**src/rtl/prepro_frame_buffer.sv**
```systemverilog
// -----------------------------------------------------------------------------
// prepro_frame_buffer
//
// Circular speech buffer that sits behind the pre-processor high-pass filter.
// Each filtered sample is captured on the pre-processor done strobe and stored
// in a WIN_LEN-deep ring (120 past + 80 current + 40 look-ahead samples).
// Every FRAME_LEN samples a new analysis window is announced on frame_ready_o,
// and the LPC/windowing stage reads it by logical index (0 = oldest sample).
// After reset the whole ring is zeroed, one word per cycle, before samples
// are accepted.
//
// Optional build macro: PREPRO_FRAME_CNT_EN adds frame_count_o, a 16-bit
// wrapping count of completed frames (overrun frames included).
//
// Ports:
//   mclk            clock
//   reset           synchronous, active-high reset
//   sample_in_i     rounded filter output y[n]
//   sample_valid_i  one-cycle strobe, pre-processor done
//   busy_o          high while the ring is being cleared
//   frame_ready_o   level, a new window is available
//   frame_ack_i     one-cycle strobe from the consumer, clears frame_ready_o
//   rd_en_i         read request
//   rd_addr_i       logical window index, 0..WIN_LEN-1
//   rd_data_o       registered read data (one-cycle latency)
//   rd_valid_o      qualifies rd_data_o
//   overrun_o       sticky error flag, cleared only by reset
//   frame_count_o   completed-frame counter (PREPRO_FRAME_CNT_EN only)
// -----------------------------------------------------------------------------
module prepro_frame_buffer #(
   parameter int DATA_W    = 16,
   parameter int FRAME_LEN = 80,
   parameter int WIN_LEN   = 240,
   parameter int ADDR_W    = 8
) (
   input  logic              mclk,
   input  logic              reset,
   input  logic [DATA_W-1:0] sample_in_i,
   input  logic              sample_valid_i,
   output logic              busy_o,
   output logic              frame_ready_o,
   input  logic              frame_ack_i,
   input  logic              rd_en_i,
   input  logic [ADDR_W-1:0] rd_addr_i,
   output logic [DATA_W-1:0] rd_data_o,
   output logic              rd_valid_o,
   output logic              overrun_o
`ifdef PREPRO_FRAME_CNT_EN
   ,
   output logic [15:0]       frame_count_o
`endif
);

   localparam int CNT_W = (FRAME_LEN > 1) ? $clog2(FRAME_LEN) : 1;

   localparam logic [ADDR_W-1:0] WIN_LAST = ADDR_W'(WIN_LEN - 1);
   localparam logic [ADDR_W-1:0] WIN_SIZE = ADDR_W'(WIN_LEN);
   localparam logic [ADDR_W:0]   WIN_EXT  = (ADDR_W + 1)'(WIN_LEN);
   localparam logic [CNT_W-1:0]  CNT_LAST = CNT_W'(FRAME_LEN - 1);

   typedef enum logic {
      S_CLEAR,
      S_RUN
   } state_t;

   state_t state_q, state_d;

   logic [ADDR_W-1:0] wr_ptr_q, wr_ptr_d;
   logic [ADDR_W-1:0] clr_ptr_q, clr_ptr_d;
   logic [ADDR_W-1:0] base_q, base_d;
   logic [CNT_W-1:0]  samp_cnt_q, samp_cnt_d;
   logic              frame_ready_q, frame_ready_d;
   logic              overrun_q, overrun_d;
   logic              rd_valid_q;
   logic [DATA_W-1:0] rd_data_q;

   logic              mem_we;
   logic [ADDR_W-1:0] mem_waddr;
   logic [DATA_W-1:0] mem_wdata;
   logic              frame_done;

   logic [DATA_W-1:0] mem_q [WIN_LEN];

   // Logical-to-physical mapping: the sum is one bit wider than the pointers
   // so base + index never overflows before the modulo fold.
   logic [ADDR_W:0]   rd_sum;
   logic [ADDR_W:0]   rd_fold;
   logic [ADDR_W-1:0] rd_phys;
   logic              rd_oob;

   always_comb begin
      rd_sum  = {1'b0, base_q} + {1'b0, rd_addr_i};
      rd_fold = rd_sum - WIN_EXT;
      rd_phys = (rd_sum >= WIN_EXT) ? rd_fold[ADDR_W-1:0] : rd_sum[ADDR_W-1:0];
      rd_oob  = (rd_addr_i >= WIN_SIZE);
   end

   // Next-state logic: clearing sweep, sample capture and frame bookkeeping.
   always_comb begin
      // NOTE: every combinational output gets a default first so no path
      // through the case/if tree can leave it unassigned and infer a latch.
      state_d       = state_q;
      wr_ptr_d      = wr_ptr_q;
      clr_ptr_d     = clr_ptr_q;
      base_d        = base_q;
      samp_cnt_d    = samp_cnt_q;
      frame_ready_d = frame_ready_q;
      overrun_d     = overrun_q;
      mem_we        = 1'b0;
      mem_waddr     = wr_ptr_q;
      mem_wdata     = sample_in_i;
      frame_done    = 1'b0;

      unique case (state_q)
         S_CLEAR: begin
            mem_we    = 1'b1;
            mem_waddr = clr_ptr_q;
            mem_wdata = '0;
            clr_ptr_d = clr_ptr_q + ADDR_W'(1);
            if (clr_ptr_q == WIN_LAST) begin
               clr_ptr_d = '0;
               state_d   = S_RUN;
            end
            // A sample arriving before the ring is ready is dropped.
            if (sample_valid_i) overrun_d = 1'b1;
         end
         S_RUN: begin
            if (sample_valid_i) begin
               mem_we     = 1'b1;
               wr_ptr_d   = (wr_ptr_q == WIN_LAST) ? '0 : wr_ptr_q + ADDR_W'(1);
               samp_cnt_d = (samp_cnt_q == CNT_LAST) ? '0 : samp_cnt_q + CNT_W'(1);
               if (samp_cnt_q == CNT_LAST) begin
                  frame_done = 1'b1;
                  // The slot after the newest sample holds the oldest one.
                  base_d     = wr_ptr_d;
               end
            end
         end
         default: state_d = S_CLEAR;
      endcase

      // A completion wins over a coincident ack; an unacknowledged previous
      // frame being replaced is the overrun condition.
      if (frame_done) begin
         frame_ready_d = 1'b1;
         if (frame_ready_q && !frame_ack_i) overrun_d = 1'b1;
      end else if (frame_ack_i) begin
         frame_ready_d = 1'b0;
      end
   end

   always_ff @(posedge mclk) begin
      // NOTE: sequential state uses non-blocking assignments so every register
      // samples pre-edge values regardless of statement order.
      if (reset) begin
         state_q       <= S_CLEAR;
         wr_ptr_q      <= '0;
         clr_ptr_q     <= '0;
         base_q        <= '0;
         samp_cnt_q    <= '0;
         frame_ready_q <= 1'b0;
         overrun_q     <= 1'b0;
         rd_valid_q    <= 1'b0;
         rd_data_q     <= '0;
      end else begin
         state_q       <= state_d;
         wr_ptr_q      <= wr_ptr_d;
         clr_ptr_q     <= clr_ptr_d;
         base_q        <= base_d;
         samp_cnt_q    <= samp_cnt_d;
         frame_ready_q <= frame_ready_d;
         overrun_q     <= overrun_d;
         rd_valid_q    <= rd_en_i;
         // Reading the array here sees the pre-edge contents, giving
         // read-before-write when a sample lands on the same slot.
         if (rd_en_i) rd_data_q <= rd_oob ? '0 : mem_q[rd_phys];
      end
   end

   // NOTE: the array has no reset term so it can map onto block RAM; the
   // CLEAR sweep zeroes it instead after every reset.
   always_ff @(posedge mclk) begin
      if (mem_we) mem_q[mem_waddr] <= mem_wdata;
   end

`ifdef PREPRO_FRAME_CNT_EN
   logic [15:0] frame_cnt_q;

   always_ff @(posedge mclk) begin
      if (reset)           frame_cnt_q <= '0;
      else if (frame_done) frame_cnt_q <= frame_cnt_q + 16'd1;
   end

   assign frame_count_o = frame_cnt_q;
`endif

   assign busy_o        = (state_q == S_CLEAR);
   assign frame_ready_o = frame_ready_q;
   assign overrun_o     = overrun_q;
   assign rd_valid_o    = rd_valid_q;
   assign rd_data_o     = rd_data_q;

endmodule
```
**config.mk**
```make
export PLATFORM = sky130hd
export DESIGN_NAME = prepro_frame_buffer
export DESIGN_NICKNAME = d
export VERILOG_FILES = /design/src/rtl/prepro_frame_buffer.sv
export SDC_FILE = /design/constraint.sdc
export NUM_CORES = 2
export LEC_CHECK = 0
export CELL_PAD_IN_SITES_DETAIL_PLACEMENT = 0
export CELL_PAD_IN_SITES_GLOBAL_PLACEMENT = 1
export CORE_MARGIN = 2
export CORE_UTILIZATION = 46
export DETAILED_ROUTE_END_ITERATION = 8
export PLACE_DENSITY = 0.73
export SYNTH_ARGS = -nofsm -noshare
export SYNTH_HDL_FRONTEND = slang
export SYNTH_SLANG_ARGS = --single-unit
```
**constraint.sdc**
```tcl
create_clock -name mclk -period 7.2 [get_ports mclk]
set_input_delay 1.44 -clock mclk [delete_from_list [all_inputs] [get_ports mclk]]
set_output_delay 1.44 -clock mclk [all_outputs]
set_load 0.1 [all_outputs]
```
==> impl_results.md <==
* Outcome: finished clean
* CP Launch Type: primary input
* Slew @ Worst Pin at 1.287 ns
* Crit path capture type: flip-flop
* Setup violators final at 0
* Max-cap violations at 0
* Wire length per cell at 33.95 um
* CTS sink count at 3891
* Crit Path Category: in2reg
* Hold buffers post-CTS at 0
* Final Slew Violations at 0
* Gr usage total at 23.76%
* GR Overflow Total at 0
* PortBufs at 48
* CTS Buf Count at 392
* Ys flop type: edfxtp_1
* Relative slew slack at 14.18%
* Hpwl dp at 247600 um
* Yosys warning count at 0
* Die span in y at 575.0 um
* Post-CTS sizing at 0
* Setup TNS at 0 ns
* PD cells at 269.8 mW/mm^2
* Synthesis-stage register bit count at 3891
* Crit path max fanout at 17
* Layout cells sized above 1 at 30.22%
* RSZ-0062 raised after global routing: false
* Root buffer cell: clkbuf_16
* Vias in the first global route at 70.75k
* Area contributors post-synth: edfxtp_1 (77%), mux4_2 (18%), nor2_1 (0.77%)
* Starting Density at 46.25%
* Net Count, Synth at 6498
* Post-CTS setup buffers at 0
* DRT antenna net count at 0
* Post-synth EDFFs at 3840
* Syn Std Cell Area at 0.1500 sq mm
* Die Width at 575.0 um
* Gpl congestion at 0.9346
* Drt drc at 0
* Asr flop ratio synth at 0%
* Clock-pin slew on the worst setup and hold paths at 0.06 ns
* Synth Instances at 6456
* Final Hold Fails at 0
* Post-route insts no fill at 11.61k
* DR vias/cell at 6.161
* Hold Crit Class: reg2reg
* Yosys top cell area share at 76.89%
* Initial antenna violation count at 32
* WP data required at 8.06 ns
* Yosys top cell by area: edfxtp_1
* Seq/Total Area, Yosys at 77.57%
* Fmax at 158.7 MHz
* CORE AREA at 0.3243 sq mm
* CP arrival at 7.16 ns
* Area Growth Syn to Fin at 13.80%
* Peak VDD IR at 206.5 uV
* First-pass GRT wire length at 554200 um
* CTS Buffer Depth at 4
* Io pins at 49
* Initial DRT Pass Iterations at 6
* Final wirelength at 394200 um
* Iter 0 DRT Violations at 9610
* Nets at 6989
* Mapped Avg Cell Area at 23.23 sq um
* Crit share post-route at 87.50%
* Via count at 71.52k
* CTS tree: yes
* Site Rows at 209
* Cells after DPL at 10.88k
* Largest net degree at the start of global routing at 225
* Pleak at 48.15 nW
* Clock skew after layout at 0.06556 ns
* Post-synth cell types at 80
* Die Area at 0.3306 sq mm
* Worst-skew pair later-pin latency at 0.96 ns
* Final period demand of the worst path at 6.300 ns
* H-tree levels at 5
-- path summary, 6_finish.rpt --
path         cells after the start  slack (ns)                    from                         to
min reg2reg                      2        0.47  base_q[3]$_SDFFE_PP0P_     base_q[3]$_SDFFE_PP0P_
max                             21        0.90            rd_addr_i[0]  rd_data_o[7]$_SDFFE_PP0P_
max reg2reg                     20        1.75  base_q[0]$_SDFFE_PP0P_  rd_data_o[7]$_SDFFE_PP0P_
min                              2        0.47  base_q[3]$_SDFFE_PP0P_     base_q[3]$_SDFFE_PP0P_
-- routing by layer --
metal | routed length [um] | global-route usage [%] | vias up
met2 | 188500 | 37.35 | 3583
li1 | - | - | 28570
met3 | 37230 | 5.135 | 634
met5 | 89 | 0 | -
met4 | 18220 | 9.886 | 14
met1 | 150200 | 32.50 | 38720
-- critical path, cell delays in order --
cell,delay (ns)
clkdlybuf4s50_1,0.69
ha_4,0.21
inv_1,0.05
fa_4,0.49
nor2b_1,0.18
o21a_1,0.14
or3_1,0.18
nand2_2,0.14
inv_1,0.17
ha_1,0.24
nand2_1,0.10
nor4b_1,0.26
mux2_2,0.27
a31oi_1,0.07
o2111ai_1,0.26
o211a_2,0.60
nand3_1,0.17
nor2_1,0.57
a22oi_1,0.42
and3_1,0.27
a311oi_1,0.21
-- report_power, final --
group / internal [W] / total, W / switching, W
registers: 0.0245 / 0.0246 / 0.0000530
logic: 0.000483 / 0.00133 / 0.000847
clock network: 0.0115 / 0.0201 / 0.00863
-- synthesized netlist by cell type (8+ instances only) --
master,number
a21oi_1,47
a221oi_1,12
a22oi_1,24
a311oi_1,8
a31oi_1,35
and2_1,18
and3_1,33
buf_1,45
buf_2,88
buf_4,27
buf_6,13
clkbuf_1,175
dfxtp_1,51
edfxtp_1,3840
ha_1,12
inv_1,12
mux2i_1,35
mux4_2,1169
nand2_1,222
nand3_1,70
nor2_1,309
nor3_1,10
o211ai_1,10
o21ai_0,31
or3_1,8
xnor2_1,11
xor2_1,8
-- per-stage QoR --
stage / total power, W / util [%] / area (sq um) / hold slack, ns / setup WS [ns]
3_5_place_dp: 0.02641 / 48.70 / 157900 / 0.4520 / 0.06439
6_report: 0.04605 / 52.63 / 170700 / 0.4686 / 0.8997
4_1_cts: 0.04631 / 52.62 / 170600 / 0.4665 / 1.066
5_1_grt: 0.04721 / 52.62 / 170600 / 0.5257 / 0.7260
2_1_floorplan: 0.02592 / - / 150000 / 0.4291 / 1.904
3_3_place_gp: 0.02641 / 48.70 / 157900 / 0.4466 / 0.1020
-- flip-flops by register name, indices dropped and copies added (netlist names) --
signal and cells:
state_q 1, samp_cnt_q 7, rd_data_o 16, rd_valid_o 1
wr_ptr_q 8, overrun_o 1, frame_ready_o 1, mem_q 3840
clr_ptr_q 8, base_q 8
-- cells by family (layout without fill, tap and decap cells) --
family / Yosys count / count (layout) / synth area share [%]
AOI/OAI and AO/OA: 252 / 252 / 1.179
xor gates and xnor gates: 21 / 21 / 0.1327
adders and majority gates: 13 / 13 / 0.1135
buffers and inverters: 367 / 1187 / 1.179
DFF: 3891 / 3891 / 77.57
muxes: 1208 / 1208 / 17.82
other: 0 / 8 / 0
and+or+nand+nor: 704 / 704 / 2.002
-- final cells by class --
| class | instances | area, sq um |
|---|---|---|
| diodes | 8 | 20.02 |
| clock buffers | 466 | 10110 |
| clock inverters | 257 | 2601 |
| fillers | 24510 | 153600 |
| inverters | 14 | 52.55 |
| multi-input cells | 2198 | 32070 |
| flip-flops and latches | 3891 | 116300 |
| well taps | 4325 | 5411 |
| repair buffers | 450 | 4056 |
-- cells in the final DEF (no fill, tap or decap), drive strengths merged, types with 19 or more instances in the layout --
cell           Yosys  layout
and3              33      33
nand3             70      70
o21ai             38      38
inv               13      29
mux2i             36      36
nor2             309     309
and2              19      19
a22oi             24      24
clkbuf           175     466
nand2            225     225
clkinv             1     191
buf              178     403
mux4            1169    1169
dfxtp             51      51
a31oi             36      36
edfxtp          3840    3840
a21oi             47      47
bufinv             0      39
clkdlybuf4s50      0      47
(Power assumes the default switching activity.)
